===== src/rtl/riscv_test_monitor.sv =====
// riscv_test_monitor
//   Watches a RISC-V core's retirement and store-commit streams and produces a
//   test verdict: pass, fail (with the failing test number) or timeout. It
//   recognises two verdict sources:
//   - a nonzero store to the tohost mailbox;
//   - retirement of END_PC, which is judged by gp (x3).
//   It also counts the RUN cycles and the instructions retired.
//
// Ports
//   clk       in   rising-edge clock
//   rst       in   asynchronous active-low reset
//   start     in   begin / restart monitoring (clears counters and testnum)
//   ret_valid in   an instruction retires this cycle
//   ret_pc    in   PC of the retiring instruction
//   gp        in   architectural x3 value
//   st_valid  in   a store commits this cycle
//   st_addr   in   committed store address
//   st_data   in   committed store data
//   busy      out  monitor is running
//   done      out  a verdict is held
//   pass      out  verdict is pass
//   fail      out  verdict is fail
//   timeout   out  verdict is timeout
//   testnum   out  failing test number (0 unless fail)
//   cycles    out  RUN cycles elapsed (saturating)
//   retired   out  instructions retired in RUN (saturating)
module riscv_test_monitor #(
    parameter int unsigned       XLEN           = 32,
    parameter logic [XLEN-1:0]   END_PC         = 'h44,
    parameter logic [XLEN-1:0]   TOHOST_ADDR    = 'h1000,
    parameter logic [XLEN-1:0]   PASS_GP        = 'h1,
    parameter int unsigned       TIMEOUT_CYCLES = 6000,
    parameter int unsigned       CNT_W          = 32
) (
    input  logic             clk,
    input  logic             rst,
    input  logic             start,
    input  logic             ret_valid,
    input  logic [XLEN-1:0]  ret_pc,
    input  logic [XLEN-1:0]  gp,
    input  logic             st_valid,
    input  logic [XLEN-1:0]  st_addr,
    input  logic [XLEN-1:0]  st_data,
    output logic             busy,
    output logic             done,
    output logic             pass,
    output logic             fail,
    output logic             timeout,
    output logic [XLEN-1:0]  testnum,
    output logic [CNT_W-1:0] cycles,
    output logic [CNT_W-1:0] retired
);

    typedef enum logic [2:0] {StIdle, StRun, StPass, StFail, StTmo} state_e;

    // Value of cycles on the last permitted RUN clock; only used when the
    // timeout is enabled.
    localparam logic [CNT_W-1:0] TMO_LAST = CNT_W'(TIMEOUT_CYCLES - 1);

    state_e           state_q, state_d;
    logic [CNT_W-1:0] cycles_q, cycles_d;
    logic [CNT_W-1:0] retired_q, retired_d;
    logic [XLEN-1:0]  testnum_q, testnum_d;
    logic             busy_q, done_q, pass_q, fail_q, timeout_q;

    logic             tohost_hit, end_hit, tmo_hit;
    logic [CNT_W-1:0] cycles_inc, retired_inc;

    assign tohost_hit  = st_valid && (st_addr == TOHOST_ADDR) && (st_data != '0);
    assign end_hit     = ret_valid && (ret_pc == END_PC);
    assign tmo_hit     = (TIMEOUT_CYCLES != 0) && (cycles_q == TMO_LAST);
    assign cycles_inc  = (cycles_q == '1) ? cycles_q : cycles_q + CNT_W'(1);
    assign retired_inc = (retired_q == '1) ? retired_q : retired_q + CNT_W'(1);

    always_comb begin
        state_d   = state_q;
        cycles_d  = cycles_q;
        retired_d = retired_q;
        testnum_d = testnum_q;
        // start wins over everything, including a hit in the same cycle.
        if (start) begin
            state_d   = StRun;
            cycles_d  = '0;
            retired_d = '0;
            testnum_d = '0;
        end else if (state_q == StRun) begin
            cycles_d = cycles_inc;
            if (ret_valid) begin
                retired_d = retired_inc;
            end
            if (tohost_hit) begin
                if (st_data == XLEN'(1)) begin
                    state_d = StPass;
                end else begin
                    state_d   = StFail;
                    testnum_d = st_data >> 1;
                end
            end else if (end_hit) begin
                if (gp == PASS_GP) begin
                    state_d = StPass;
                end else begin
                    state_d   = StFail;
                    testnum_d = gp;
                end
            end else if (tmo_hit) begin
                state_d = StTmo;
            end
        end
    end

    always_ff @(posedge clk or negedge rst) begin
        if (!rst) begin
            state_q   <= StIdle;
            cycles_q  <= '0;
            retired_q <= '0;
            testnum_q <= '0;
            busy_q    <= 1'b0;
            done_q    <= 1'b0;
            pass_q    <= 1'b0;
            fail_q    <= 1'b0;
            timeout_q <= 1'b0;
        end else begin
            state_q   <= state_d;
            cycles_q  <= cycles_d;
            retired_q <= retired_d;
            testnum_q <= testnum_d;
            // Status flags are registered from the next state so they line up
            // with the state register without any output decode logic.
            busy_q    <= (state_d == StRun);
            done_q    <= (state_d == StPass) || (state_d == StFail) || (state_d == StTmo);
            pass_q    <= (state_d == StPass);
            fail_q    <= (state_d == StFail);
            timeout_q <= (state_d == StTmo);
        end
    end

    assign busy    = busy_q;
    assign done    = done_q;
    assign pass    = pass_q;
    assign fail    = fail_q;
    assign timeout = timeout_q;
    assign testnum = testnum_q;
    assign cycles  = cycles_q;
    assign retired = retired_q;

endmodule


===== config.mk =====
export PLATFORM = sky130hd
export DESIGN_NAME = riscv_test_monitor
export DESIGN_NICKNAME = d
export VERILOG_FILES = /design/src/rtl/riscv_test_monitor.sv
export SDC_FILE = /design/constraint.sdc
export NUM_CORES = 1
export LEC_CHECK = 0
export ABC_CLOCK_PERIOD_IN_PS = 4700
export CAP_MARGIN = 40
export CELL_PAD_IN_SITES_DETAIL_PLACEMENT = 1
export CELL_PAD_IN_SITES_GLOBAL_PLACEMENT = 2
export CORE_MARGIN = 3
export CORE_UTILIZATION = 39
export DETAILED_ROUTE_END_ITERATION = 8
export DONT_BUFFER_PORTS = 1
export PLACE_DENSITY = 0.94
export REMOVE_ABC_BUFFERS = 1
export SYNTH_ARGS = -nofsm -noshare
export SYNTH_HDL_FRONTEND = slang
export SYNTH_SLANG_ARGS = --single-unit

===== constraint.sdc =====
create_clock -name clk -period 4.7 [get_ports clk]
set_input_delay 1.41 -clock clk [delete_from_list [all_inputs] [get_ports clk]]
set_output_delay 1.41 -clock clk [all_outputs]
set_load 0.1 [all_outputs]

## Word-level counts from Yosys, hierarchy flattened

Index checks and enable logic that the tools add are counted.

- Register bits after elaboration: 104
- Input bits: 133
- Output and inout port bits: 101
- Logic and storage cells: 59

- $add $sub $neg: 2
- Equality and inequality tests: 16
- Mux-type cells: 20
- Reductions and logical operators: 12

Operator list:

| cell | number |
|---|---|
| $mux W32 | 13 |
| $add A32 B1 Y32 const B | 2 |
| $eq A32 B1 Y1 const B | 2 |
| $eq A32 B13 Y1 const B | 2 |
| $eq A32 B32 Y1 const B | 2 |
| $eq A32 B7 Y1 const B | 1 |
| $reduce_bool A32 Y1 | 1 |
| $mux W3 | 5 |
| $eq A3 B1 Y1 const B | 2 |
| $eq A3 B2 Y1 const B | 2 |
| $ne A3 B3 Y1 const B | 2 |
| $ne A2 B2 Y1 const B | 2 |
| $reduce_and A4 Y1 | 1 |
| $reduce_bool A2 Y1 | 2 |
| $eq A3 B3 Y1 const B | 1 |
| $logic_and A1 B1 Y1 | 3 |
| $reduce_and A3 Y1 | 1 |
| $reduce_bool A3 Y1 | 1 |
| $logic_or A1 B1 Y1 | 2 |
| $mux W1 | 2 |
| $reduce_and A2 Y1 | 1 |

## Longest topological paths before layout

Gate-level depths: netlist of run 1.

- Depth in word-level cells: 9
- Gate-level depth with buffers: 9
- Depth with buffers taken out: 7

## Least setup slack after synthesis of run 1

No wires, ideal clock.

- Path type: input port to flip-flop
- From: input st_data[27]
- To: register testnum_q[27] (netlist: testnum[27])
- Setup time: 0.078 ns
- Arrival: 3.278 ns
- Data required time: 4.622 ns
- Setup slack: 1.343 ns
- Stages: 9
- Buffers on the path: 3
- Cell sequence: nor4_1 > nand4_1 > or3_1 > clkbuf_1 > a2111o_1 > buf_2 > buf_6 > a22o_1 > a21oi_1

- Longest elaborated chain between the ends: 5
- Elaborated cells on any way between the ends: 10
- Those cells by class: eq/ne: 3; mux: 3; reduce/logical: 4

RTL lines:

| what | line | RTL |
|---|---|---|
| from (decl) | 43 | `input logic [XLEN-1:0] st_data,` |
| $reduce_bool A32 Y1 | 69 | `assign tohost_hit = st_valid && (st_addr == TOHOST_ADDR) && (st_data != '0);` |
| $logic_and A1 B1 Y1 | 69 |  |
| $mux W32 | 91 | `if (tohost_hit) begin` |
| $mux W32 | 86 | `end else if (state_q == StRun) begin` |
| $mux W32 | 81 | `if (start) begin` |
| to (signal assigned) | 126 | `testnum_q <= testnum_d;` |
| to (decl) | 63 | `logic [XLEN-1:0] testnum_q, testnum_d;` |

Several ways; a longest one is shown, not always the timed one. The select of a mux whose other input is x is not followed.
A chain may end at the register's enable or synchronous reset.

## Worst setup path after layout of run 1

- From: input ret_pc[1]
- To: register testnum_q[9] (netlist: testnum[9])

- Longest elaborated chain between the ends: 4

RTL lines:

| what | line | RTL |
|---|---|---|
| from (decl) | 39 | `input logic [XLEN-1:0] ret_pc,` |
| $eq A32 B7 Y1 | 70 | `assign end_hit = ret_valid && (ret_pc == END_PC);` |
| $logic_and A1 B1 Y1 | 70 |  |
| $reduce_bool A3 Y1 (no source line) | - |  |
| $reduce_and A4 Y1 (no source line) | - |  |

No other way between the ends.

==> results of run 1 <==
[flip-flops by register name, summed over array words and instances, names as in the netlist]
signal and cells:
cycles 32, retired 32, testnum 32, state_q 3, busy 1, done 1, fail 1, pass 1
timeout 1
[tightest hold or removal path, delay by kind of cell, from the launching register on]
family | cells | cell delay, ns
flip-flops | 1 | 0.43
AND/OR/NAND/NOR | 1 | 0.09
AO/OA/AOI/OAI | 1 | 0.06
[kinds of logic after synthesis]
logic type / after synthesis / synth area share, %
AOI/OAI and AO/OA: 171 / 17.8
buffers and inverters: 59 / 4.05
xor gates and xnor gates: 44 / 6.31
adders and majority gates: 2 / 0.409
muxes: 4 / 0.676
DFF: 104 / 42.6
and+or+nand+nor: 318 / 28.2
[per-stage QoR]
stage	hold slack, ns	power (mW)
after global routing	0.627	1.85
final	0.604	1.79
after CTS	0.602	1.81
after floorplan	0.560	0.977
after global placement	0.565	0.989
after detailed placement	0.593	0.993
[cells in the final DEF (no fill, tap or decap), drive strengths merged, types with 3 or more instances in the layout]
master / netlist / layout
nand3: 87 / 87
nor2b: 6 / 6
xor2: 20 / 20
or3: 19 / 19
mux2i: 3 / 3
nor2: 67 / 67
a21oi: 52 / 52
nand4: 22 / 22
nor4: 34 / 34
o21ai: 55 / 55
and4: 8 / 8
nor4b: 8 / 8
nor3b: 3 / 3
nand2: 28 / 28
dfrtp: 104 / 104
o211ai: 6 / 6
a2111oi: 7 / 7
a22o: 31 / 31
or4: 4 / 4
a211oi: 4 / 4
a21o: 3 / 3
inv: 11 / 11
xnor2: 24 / 24
and2: 7 / 7
and3: 10 / 10
nor3: 8 / 8
clkbuf: 40 / 10
buf: 8 / 114
[power groups by stage]
stage,clock network [mW],registers (mW),logic [mW]
after floorplan,0,0.951,0.0258
after global placement,0,0.918,0.0715
after detailed placement,0,0.918,0.0749
after CTS,0.834,0.901,0.0751
after global routing,0.872,0.901,0.0800
final,0.816,0.901,0.0748
[final cells by class]
cell class / instances / area, sq um / share of cell area (%)
clock inverters: 4 / 70.1 / 0.797
flip-flops and latches: 104 / 2600 / 29.6
clock buffers: 10 / 239 / 2.72
multi-input cells: 539 / 3270 / 37.2
repair buffers: 114 / 2310 / 26.2
inverters: 11 / 41.3 / 0.469
well taps: 211 / 264 / 3.00
[per-layer routing]
| layer | GRT usage (%) | vias up | routed length, um | part of all wire [%] |
|---|---|---|---|---|
| met3 | 5.90 | 59 | 1250 | 5.4 |
| met2 | 48.0 | 218 | 12200 | 53 |
| met1 | 30.1 | 3113 | 8860 | 38 |
| met4 | 10.3 | 0 | 779 | 3.4 |
| met5 | 0 | - | 0 | 0 |
| li1 | - | 2772 | - | - |
[worst max path at each step]
stage / start / end / slack (ns) / depth (start not counted)
after global routing: ret_pc[1] / testnum[9]$_DFFE_PN0P_ / 0.90 / 7
after floorplan: st_addr[1] / testnum[0]$_DFFE_PN0P_ / -0.39 / 6
final: ret_pc[1] / testnum[9]$_DFFE_PN0P_ / 1.00 / 7
after detailed placement: ret_pc[1] / testnum[9]$_DFFE_PN0P_ / 0.61 / 7
after global placement: ret_pc[1] / testnum[11]$_DFFE_PN0P_ / 0.60 / 6
after CTS: ret_pc[1] / testnum[9]$_DFFE_PN0P_ / 0.96 / 7
==> results.sh, run 1 <==
export IMPL_swShare_pct=22.2
export IMPL_cellLeakagePower_nw=3.43
export IMPL_clock_skew_ns=0.00735
export IMPL_status="finished, final reports clean"
export IMPL_ys_async_sr_fraction_pct=100
export IMPL_worstPathMaxFanout=43
export IMPL_grt_pass1_wl_um=37100
export IMPL_drv_slew=0
export IMPL_hold_path_class="reg2reg"
export IMPL_min_to="testnum[16]$_DFFE_PN0P_"
export IMPL_synth_edf_count=0
export IMPL_drt_wl_total_um=23100
export IMPL_max_cap_viol_count=0
export IMPL_end_kind="flop"
export IMPL_synthFlopType="dfrtp_1"
export IMPL_grt_pass1_vias=6654
export IMPL_cpMaxStageDelayCell="nor4b_1"
export IMPL_post_route_period_util_pct=78.7
export IMPL_place_hpwl_um=17400
export IMPL_post_route_cell_area_sq_um=8800
export IMPL_ys_top_cells_by_area="dfrtp_1, nand3_1, a22o_1"
export IMPL_r2r_slack_ns=1.61
export IMPL_antenna_found_initial=0
export IMPL_place_ws_ns=0.610
export IMPL_reg2reg_depth=7
export IMPL_cp_top_family="simple AND/OR/NAND/NOR gates"
export IMPL_fin_ws_ns=1.00
export IMPL_grt_start_max_net_pins=122
export IMPL_ant_nets=0
export IMPL_synth_common_cells="dfrtp_1, nand3_1, nor2_1, o21ai_0, a21oi_1"
export IMPL_cts_max_level=3
export IMPL_rows=45
export IMPL_grt_usage_pct=26.4
export IMPL_root_buffer="clkbuf_16"
export IMPL_dr_pass1_iters=4
export IMPL_grt_remaining_overflow=0
export IMPL_critPathMaxStageDelay_ns=0.62
export IMPL_rsz0062_at_grt="no"
export IMPL_yosysMostFrequentCell="dfrtp_1"
export IMPL_cts_hold_fix_buffers=0
export IMPL_p_per_area_nw_per_um2=204
export IMPL_clk_path_buf_depth=2
export IMPL_crit_buf_inv=1
export IMPL_portBuffers=0
export IMPL_ir_worst_vdd_v=0.000171
export IMPL_setup_tns_ns=0
export IMPL_dp_cells=979
export IMPL_ios=234
export IMPL_fin_crit_ns=3.70
export IMPL_yosysTopAreaCell="dfrtp_1"
export IMPL_cp_start_kind="input pin"
export IMPL_criticalPathCategory="in2reg"
export IMPL_reg2reg_from="cycles[11]$_DFFE_PN0P_"
export IMPL_diodes=0
export IMPL_comb_power_share_pct=4.2
export IMPL_fp_dieArea_sq_um=17200
export IMPL_nFillCells=1642
export IMPL_die_h_um=131
export IMPL_p_int_mw=1.39
export IMPL_hold_viol_final=0
export IMPL_synth_cells=702
export IMPL_layoutNonFillerInstCount=993
export IMPL_cts_resized=0
export IMPL_r2r_end="cycles[29]$_DFFE_PN0P_"
export IMPL_viasPerCell=6.21
export IMPL_finish_utilization_pct=57.6
export IMPL_yosys_area_top_type_share_pct=42.6
export IMPL_min_path_cells=2
export IMPL_nets=914
export IMPL_placedInstanceArea_sq_um=8490
export IMPL_path_cells="nor4b_1 > nand4_1 > or3_1 > a2111o_2 > buf_12 > a22o_1 > a21oi_1"
export IMPL_clkSinkCount=104
export IMPL_yosysUniqueCellTypes=55
export IMPL_path_clk_slew_ns=0.07
export IMPL_drt_iter0_drc=305
export IMPL_worstPathArrival_ns=3.96
export IMPL_area_growth_pct=43.9
export IMPL_postCtsSetupBuffers=0
export IMPL_synth_seq_area_share_pct=42.6
export IMPL_slew_headroom_pct=52.5
export IMPL_die_w_um=131
export IMPL_synth_ff_latch_count=104
export IMPL_setup_violations=0
export IMPL_cts_buffers=9
export IMPL_seqPwrFrac_pct=50.3
export IMPL_place_congestion=0.806
export IMPL_syn_area_sq_um=6110
export IMPL_p_clk_share_pct=45.6
export IMPL_cts_tree="yes"
export IMPL_route_vias_total=6162
export IMPL_drc_errors=0
export IMPL_hp_start="testnum[16]$_DFFE_PN0P_"
export IMPL_start_util_pct=40.1
export IMPL_synth_warnings=0
export IMPL_tightest_slew_ns=0.702
export IMPL_netSwitchingPower_uw=398
export IMPL_core_area_sq_um=15300
export IMPL_cp_required_ns=4.96
export IMPL_max_freq_mhz=270
export IMPL_wire_per_inst_um=23.2
export IMPL_clock_latency_ns=0.35
export IMPL_synth_avg_cell_area_sq_um=8.71
export IMPL_drive_gt1_share_pct=18.2
Note: power is estimated with default switching activity, not from simulation.
==> run 2: changes to the inputs <==
--- a/config.mk
+++ b/config.mk
@@ -5,15 +5,15 @@
 export SDC_FILE = /design/constraint.sdc
 export NUM_CORES = 1
 export LEC_CHECK = 0
-export ABC_CLOCK_PERIOD_IN_PS = 4700
+export ABC_CLOCK_PERIOD_IN_PS = 3200
 export CAP_MARGIN = 40
 export CELL_PAD_IN_SITES_DETAIL_PLACEMENT = 1
 export CELL_PAD_IN_SITES_GLOBAL_PLACEMENT = 2
 export CORE_MARGIN = 3
-export CORE_UTILIZATION = 39
+export CORE_UTILIZATION = 33
 export DETAILED_ROUTE_END_ITERATION = 8
 export DONT_BUFFER_PORTS = 1
-export PLACE_DENSITY = 0.94
+export PLACE_DENSITY = 0.86
 export REMOVE_ABC_BUFFERS = 1
 export SYNTH_ARGS = -nofsm -noshare
 export SYNTH_HDL_FRONTEND = slang
==> constraint.sdc (replaced) <==
create_clock -name clk -period 3.2 [get_ports clk]
set_input_delay 0.96 -clock clk [delete_from_list [all_inputs] [get_ports clk]]
set_output_delay 0.96 -clock clk [all_outputs]
set_load 0.1 [all_outputs]
==> run 2 against run 1 <==
Die area grew 17%; sequential power grew 48%; global-route usage shrank 4.9 points; critical endpoint is now testnum[20]$_DFFE_PN0P_.
==> results.sh, run 2 (synthesis results as in run 1) <==
export IMPL_ios=234
export IMPL_clock_skew_ns=0.0100
export IMPL_ant_nets=0
export IMPL_criticalPathCategory="in2reg"
export IMPL_max_cap_viol_count=0
export IMPL_grt_start_max_net_pins=122
export IMPL_post_route_period_util_pct=90.2
export IMPL_finish_utilization_pct=45.0
export IMPL_cts_tree="yes"
export IMPL_dp_cells=994
export IMPL_route_vias_total=6082
export IMPL_grt_util_met1_pct=26.7
export IMPL_root_buffer="clkbuf_16"
export IMPL_grt_busiest_layer="met2"
export IMPL_antenna_found_initial=0
export IMPL_drt_wl_total_um=22200
export IMPL_critPathMaxStageDelay_ns=0.46
export IMPL_postCtsSetupBuffers=0
export IMPL_area_growth_pct=33.1
export IMPL_crit_buf_inv=1
export IMPL_gr_usage_met2_pct=37.4
export IMPL_place_hpwl_um=16200
export IMPL_cellLeakagePower_nw=3.23
export IMPL_clk_path_buf_depth=2
export IMPL_cp_start_kind="input pin"
export IMPL_slew_headroom_pct=55.1
export IMPL_place_congestion=0.857
export IMPL_die_h_um=142
export IMPL_setup_tns_ns=0
export IMPL_drive_gt1_share_pct=17.8
export IMPL_cts_max_level=3
export IMPL_drv_slew=0
export IMPL_grt_remaining_overflow=0
export IMPL_dr_pass1_iters=5
export IMPL_core_area_sq_um=18100
export IMPL_rsz0062_at_grt="no"
export IMPL_cp_startpoint="st_data[19]"
export IMPL_worstPathArrival_ns=3.15
export IMPL_cts_buffers=9
export IMPL_cp_required_ns=3.46
export IMPL_worstPathMaxFanout=64
export IMPL_viasPerCell=6.03
export IMPL_tightest_slew_ns=0.656
export IMPL_hold_viol_final=0
export IMPL_fin_crit_ns=2.89
export IMPL_die_w_um=142
export IMPL_clkSinkCount=104
export IMPL_placedInstanceArea_sq_um=7820
export IMPL_wire_per_inst_um=22.0
export IMPL_reg2reg_from="cycles[11]$_DFFE_PN0P_"
export IMPL_ir_worst_vdd_v=0.000203
export IMPL_drc_errors=0
export IMPL_cts_resized=0
export IMPL_cpMaxStageDelayCell="a2111o_2"
export IMPL_hold_path_class="in2async"
export IMPL_grt_pass1_wl_um=35200
export IMPL_hold_ws_ns=0.311
export IMPL_fin_ws_ns=0.312
export IMPL_r2r_slack_ns=0.34
export IMPL_grt_usage_pct=21.5
export IMPL_drt_iter0_drc=315
export IMPL_cts_hold_fix_buffers=0
export IMPL_path_depth=7
export IMPL_path_cells="nor4_1 > nand4_1 > or3_1 > a2111o_2 > buf_12 > a22o_1 > a21oi_1"
export IMPL_final_common_cell="dfrtp_1"
export IMPL_layoutNonFillerInstCount=1009
export IMPL_fp_dieArea_sq_um=20200
export IMPL_nets=911
export IMPL_gr_usage_met3_pct=4.33
export IMPL_reg2reg_depth=6
export IMPL_portBuffers=0
export IMPL_endpoint="testnum[20]$_DFFE_PN0P_"
export IMPL_nFillCells=2036
export IMPL_clock_latency_ns=0.34
export IMPL_start_util_pct=33.8
export IMPL_cp_top_family="simple AND/OR/NAND/NOR gates"
export IMPL_max_freq_mhz=346
export IMPL_p_per_area_nw_per_um2=327
export IMPL_post_route_cell_area_sq_um=8140
export IMPL_status="finished, final reports clean"
export IMPL_grt_pass1_vias=6365
export IMPL_setup_violations=0
export IMPL_diodes=0
export IMPL_r2r_end="cycles[29]$_DFFE_PN0P_"
export IMPL_place_ws_ns=-0.0465
export IMPL_end_kind="flop"
export IMPL_rows=49
export IMPL_power_mw=2.66
export IMPL_path_clk_slew_ns=0.07
export IMPL_final_cell_mix="dfrtp_1, nand3_1, buf_4, nor2_1, o21ai_0"
==> run 2: cell types whose count changed in the layout (fill, tap and decap cells not counted), moves of 2 or more <==
cell / delta
buf_4: +35
buf_16: -34
buf_6: -5
buf_12: +2
==> run 2: cell type report <==
cell class / count / area [sq um] / area share, %
Multi-Input combinational cell: 539 / 3270 / 40.2
Inverter: 11 / 41.3 / 0.507
Clock buffer: 12 / 256 / 3.15
Clock inverter: 3 / 65.1 / 0.800
Sequential cell: 104 / 2600 / 32.0
Timing Repair Buffer: 111 / 1610 / 19.8
Tap cell: 229 / 287 / 3.52
==> run 2: worst reg2reg max path, cell delays in order (launching register included) <==
cell and delay [ns]:
dfrtp_1 0.49, nand4_2 0.23, or4_4 0.60, o31a_2 0.54, o21ai_1 0.57, o21ai_0 0.19
a21oi_1 0.17
==> run 2: worst min-delay path by stage <==
stage | from | to | slack, ns | cells past startpoint
after floorplan | state_q[2]$_DFF_PN0_ | pass$_DFF_PN0_ | 0.56 | 2
final | rst | retired[20]$_DFFE_PN0P_ | 0.31 | 0
after detailed placement | cycles[10]$_DFFE_PN0P_ | cycles[10]$_DFFE_PN0P_ | 0.57 | 2
after CTS | rst | retired[27]$_DFFE_PN0P_ | 0.29 | 0
after global placement | cycles[10]$_DFFE_PN0P_ | cycles[10]$_DFFE_PN0P_ | 0.54 | 2
after global routing | rst | retired[18]$_DFFE_PN0P_ | 0.29 | 0
==> run 2: report_power, final <==
group	switching (mW)	total, mW	internal, mW
clock	0.502	1.23	0.725
sequential	0.00667	1.33	1.32
combinational	0.0739	0.104	0.0305
total	0.583	2.66	2.07
==> run 2: metal layers <==
layer	share of wire [%]	vias to the layer above
li1	-	2756
met1	41	3082
met2	51	203
met3	5.7	41
met4	2.4	0
met5	0	-
==> patch 1: new RTL, flow settings as in run 1 <==
Add an input register stage for `st_addr`, without a reset; this delays it by one clock. The other inputs are not delayed to match.
--- a/src/rtl/riscv_test_monitor.sv
+++ b/src/rtl/riscv_test_monitor.sv
@@ -57,6 +57,12 @@
     // timeout is enabled.
     localparam logic [CNT_W-1:0] TMO_LAST = CNT_W'(TIMEOUT_CYCLES - 1);
 
+    logic [XLEN-1:0] st_addr_q;
+
+    always_ff @(posedge clk) begin
+        st_addr_q <= st_addr;
+    end
+
     state_e           state_q, state_d;
     logic [CNT_W-1:0] cycles_q, cycles_d;
     logic [CNT_W-1:0] retired_q, retired_d;
@@ -66,7 +72,7 @@
     logic             tohost_hit, end_hit, tmo_hit;
     logic [CNT_W-1:0] cycles_inc, retired_inc;
 
-    assign tohost_hit  = st_valid && (st_addr == TOHOST_ADDR) && (st_data != '0);
+    assign tohost_hit  = st_valid && (st_addr_q == TOHOST_ADDR) && (st_data != '0);
     assign end_hit     = ret_valid && (ret_pc == END_PC);
     assign tmo_hit     = (TIMEOUT_CYCLES != 0) && (cycles_q == TMO_LAST);
     assign cycles_inc  = (cycles_q == '1) ? cycles_q : cycles_q + CNT_W'(1);
Function: changed (a bounded check fails within 4 cycles, from zero or initial values and one cycle with rst low).
==> patch 1 against run 1 <==
- combinational power grew 7.4%
- via count shrank 10%
- final area grew 8.0%
- global-route usage shrank 1.4 points
- setup slack gained 0.21 ns
- sequential power grew 32%
- worst hold slack lost 0.015 ns
- cell count shrank 4.0%
- wire length shrank 0.71%
- synthesized area grew 6.2%
- sequential cell count grew 32
- power grew 44%
- critical endpoint is now testnum[16]
- highest routed layer unchanged
==> patch 1: results (changes against run 1) <==
Worst setup path
  • Slowest stage delay, CP: 0.52 ns (-0.10 ns)
  • R2R Setup Slk: 1.83 ns (+0.22 ns)
  • Crit path max-delay cell type: or4_4
  • Critical path origin: st_data[14]
  • Worst path arrival time: 3.79 ns (-0.17 ns)
  • RR Endpoint: testnum[29]
  • Reg-to-reg critical path startpoint: st_addr_q[0]
  • CP Max Fanout: 31 (-28%)

STA
  • Skew final: 0.01181 ns (+0.004464 ns)
  • Hold_ws: 0.5891 ns (-0.01472 ns)
  • Max transition margin: 0.3850 (-0.1401)

Power
  • Maximum VDD drop: 0.2408 mV (+40%)
  • P_seq: 1190 uW (+32%)
  • Sw frac: 0.2530 (+0.03085)
  • Comb power frac: 0.031 (-0.011)

Routing
  • Post-DR wirelength/cell: 24.03 um (+3.5%)
  • Routed vias: 5532 (-10%)
  • Iter 0 DRT Violations: 310 (+1.6%)

CTS
  • Worst skew pair latency: 0.42 ns (+0.07 ns)
  • H-tree depth: 4 (+1)
  • Cts bufs inserted: 17 (+8)

GRT
  • Vias in the first global route: 6347 (-4.6%)
  • Global-route wire length before repair: 35.15 mm (-5.2%)

Yosys
  • Asr flop ratio synth: 0.7647 (-0.2353)
  • Top post-synthesis cells by area: dfrtp_1 40%, dfxtp_1 9.9%, nor2_1 5.7%
  • Most instantiated cells after synthesis: 104 x dfrtp_1, 99 x nor2_1, 33 x mux2i_1, 33 x nor4_1, 32 x dfxtp_1
  • Synth unique cells: 59 (+7.3%)

Final layout
  • Layout cells sized above 1: 0.2619 (+0.08029)
  • Layout Nets: 859 (-6.0%)
  • Filler instances: 1604 (-2.3%)

Worst hold path
  • HP Start: state_q[2]
  • Hold endpoint: pass

Place
  • GP Congestion: 0.8505 (+5.6%)
  • DP HPWL: 17.33 mm (-0.25%)

Outcome
  • Outcome: complete, no violations
[patch 1: final cells by class]
cell class	count	area, um2	share of cell area
clock buffer	18	439.2	0.04622
clock inverter	14	145.1	0.01528
inverter	12	45.04	0.004741
multi-input combinational	449	3070	0.3231
sequential	136	3243	0.3413
tap	216	270.3	0.02844
timing repair buffer	108	2288	0.2408
[patch 1: critical path: cells and delay by family]
kind	cells	cell delay (ns)
buffers and inverters	2	0.45
AOI/OAI and AO/OA	3	0.83
and+or+nand+nor	4	1.08
[patch 1: metal layers]
layer / track usage / share of wire
met1: 0.2459 / 0.33
met2: 0.4767 / 0.56
met3: 0.08718 / 0.074
met4: 0.09854 / 0.032
met5: 0 / 0
[patch 1: how the worst max path moves through the flow]
stage          cells past startpoint  slack [ns]          end
6_report                           9        1.22  testnum[16]
5_1_grt                            9        1.13  testnum[29]
4_1_cts                            9        1.24  testnum[22]
3_5_place_dp                       9        0.80  testnum[16]
3_3_place_gp                       8        0.78  testnum[27]
2_1_floorplan                      6        0.94  testnum[10]
[patch 1: stage by stage]
stage,setup WS [ns],utilization,power (uW)
3_5_place_dp,0.7962,0.5499,1293
4_1_cts,1.239,0.5862,2626
3_3_place_gp,0.7809,0.4270,1286
5_1_grt,1.127,0.5896,2689
6_report,1.217,0.5896,2586
2_1_floorplan,0.9387,-,1273
[patch 1: kinds of logic after synthesis]
kind of cell | Yosys count | share of synthesized area
mux | 34 | 0.05260
fa+ha+maj | 2 | 0.003853
xor+xnor | 53 | 0.07148
buf+inv | 38 | 0.02794
simple gates | 290 | 0.2441
flops | 136 | 0.4994
compound gates | 70 | 0.1006
==> patch 2: new RTL, flow settings as in run 1 <==
Made on the original files. Change the parameter `XLEN` from 32 to 64.
--- a/src/rtl/riscv_test_monitor.sv
+++ b/src/rtl/riscv_test_monitor.sv
@@ -25,7 +25,7 @@
 //   cycles    out  RUN cycles elapsed (saturating)
 //   retired   out  instructions retired in RUN (saturating)
 module riscv_test_monitor #(
-    parameter int unsigned       XLEN           = 32,
+    parameter int unsigned       XLEN           = 64,
     parameter logic [XLEN-1:0]   END_PC         = 'h44,
     parameter logic [XLEN-1:0]   TOHOST_ADDR    = 'h1000,
     parameter logic [XLEN-1:0]   PASS_GP        = 'h1,
Interface: changed (5 resized); port bits go from 234 to 394. The function was not compared with the original's and may differ.
==> patch 2 against run 1 <==
- non-clock buffer count increased by 33
- sequential cell count is 32 higher
- sequential share of layout area shrank 0.95 points
- final area up 35%
- largest power group is now the clock network
- sequential power grew 31%
- critical path type unchanged
- synthesized area increased by 26%
- power rose by 52%
- wire length is 63% higher
- cell count up 18%
- setup slack lost 0.20 ns
- core utilization increased by 4.6 points
- count of clock-buffer cells in the layout rose by 15
- highest routed layer is now met5
==> patch 2: results (changes against run 1) <==
GRT
  • GRT Total Usage: 0.3282 (+0.06420)
  • Pin count of the biggest net entering global routing: 138 (+13%)

Final layout
  • Non-clock buffers: 147 (+29%)
  • Buffer share of cell area: 0.2870 (+0.02485)
  • Layout cells sized above 1: 0.2801 (+0.09850)
  • Multi-input gate count: 592 (+9.8%)
  • Clkbuf count: 25 (+15)
  • Inverter count: 7 (-4)
  • Layout Nets: 1164 (+27%)
  • Number of diodes: 1 (+1)
  • Layout sequential cell count: 136 (+31%)
  • Clock-cell share: 0.05138 (+0.01624)
  • Register area: 3403 um2 (+31%)

Worst setup path
  • Reg-to-reg critical path startpoint: cycles[4]
  • Critical path origin: st_data[26]
  • RR Endpoint: cycles[15]
  • R2R Setup Slk: 1.58 ns (-0.03 ns)

Place
  • Dpl ws: 0.4521 ns (-0.1579 ns)
  • DP HPWL: 27.22 mm (+57%)
  • GP Congestion: 0.8512 (+5.7%)

Routing
  • Iter 0 DRT Violations: 412 (+35%)
  • Initial DRT Pass Iterations: 5 (+1)
  • Via density: 6.325 (+1.9%)
  • Post-DR wirelength/cell: 31.93 um (+37%)

Yosys
  • Synth unique cells: 56 (+1.8%)
  • Most instantiated cells after synthesis: 136 x dfrtp_1, 135 x nor2_1, 66 x nor4_1

Power
  • Maximum VDD drop: 0.2532 mV (+48%)

CTS
  • Worst skew pair latency: 0.43 ns (+0.08 ns)
  • H-tree depth: 4 (+1)

Worst hold path
  • Hold endpoint: testnum[63]
  • HP Start: testnum[63]

Outcome
  • Outcome: complete, no violations

STA
  • Max transition margin: 0.3855 (-0.1396)
patch 2: cell types whose count changed after synthesis, moves of 20 or more:
cell	run 1	this run
nor2_1	67	135
xor2_1	20	40
dfrtp_1	104	136
o21ai_0	54	5
a22o_1	31	0
nor4_1	33	66
mux2_2	1	64
a21oi_1	52	10
nand3_1	87	36
clkbuf_1	40	16
mux2i_1	3	64
patch 2: routing by layer:
layer / wire, um / global-route usage / up-vias
li1: - / - / 3064
met1: 13060 / 0.3618 / 3750
met2: 18870 / 0.5663 / 463
met3: 3180 / 0.09161 / 153
met4: 2388 / 0.1910 / 2
met5: 17 / 0 / -
patch 2: cells by family (layout without fill, tap and decap cells):
group,Yosys count,count (layout),share of synthesized area
and+or+nand+nor,372,372,0.2530
muxes,128,128,0.1762
other,0,1,0
DFF,136,136,0.4406
adders and majority gates,2,2,0.003239
buffers and inverters,39,186,0.02932
AOI/OAI and AO/OA,33,33,0.03304
xor gates and xnor gates,57,57,0.06463
patch 2: stage by stage:
stage          instances  area (um2)  hold WS, ns  power (uW)
2_1_floorplan        735        7525       0.5689        1283
3_3_place_gp        1022        8088       0.6100        1297
3_5_place_dp        1139       11190       0.5844        1321
4_1_cts             1171       11800       0.6095        2739
5_1_grt             1175       11880       0.6327        2805
6_report            1175       11880       0.6149        2725
patch 2: power by group through the flow:
stage	logic, uW	registers (uW)	clock network [uW]
floorplan	51.8	1230	0
global placement	78.1	1220	0
detailed placement	119	1200	0
CTS	121	1180	1440
global route	128	1180	1500
finish	122	1180	1420
patch 2: worst max-delay path: cells and delay by family:
family	cells	cell delay (ns)
buf+inv	1	0.28
simple gates	4	1.57
compound gates	1	0.29
mux	2	0.61
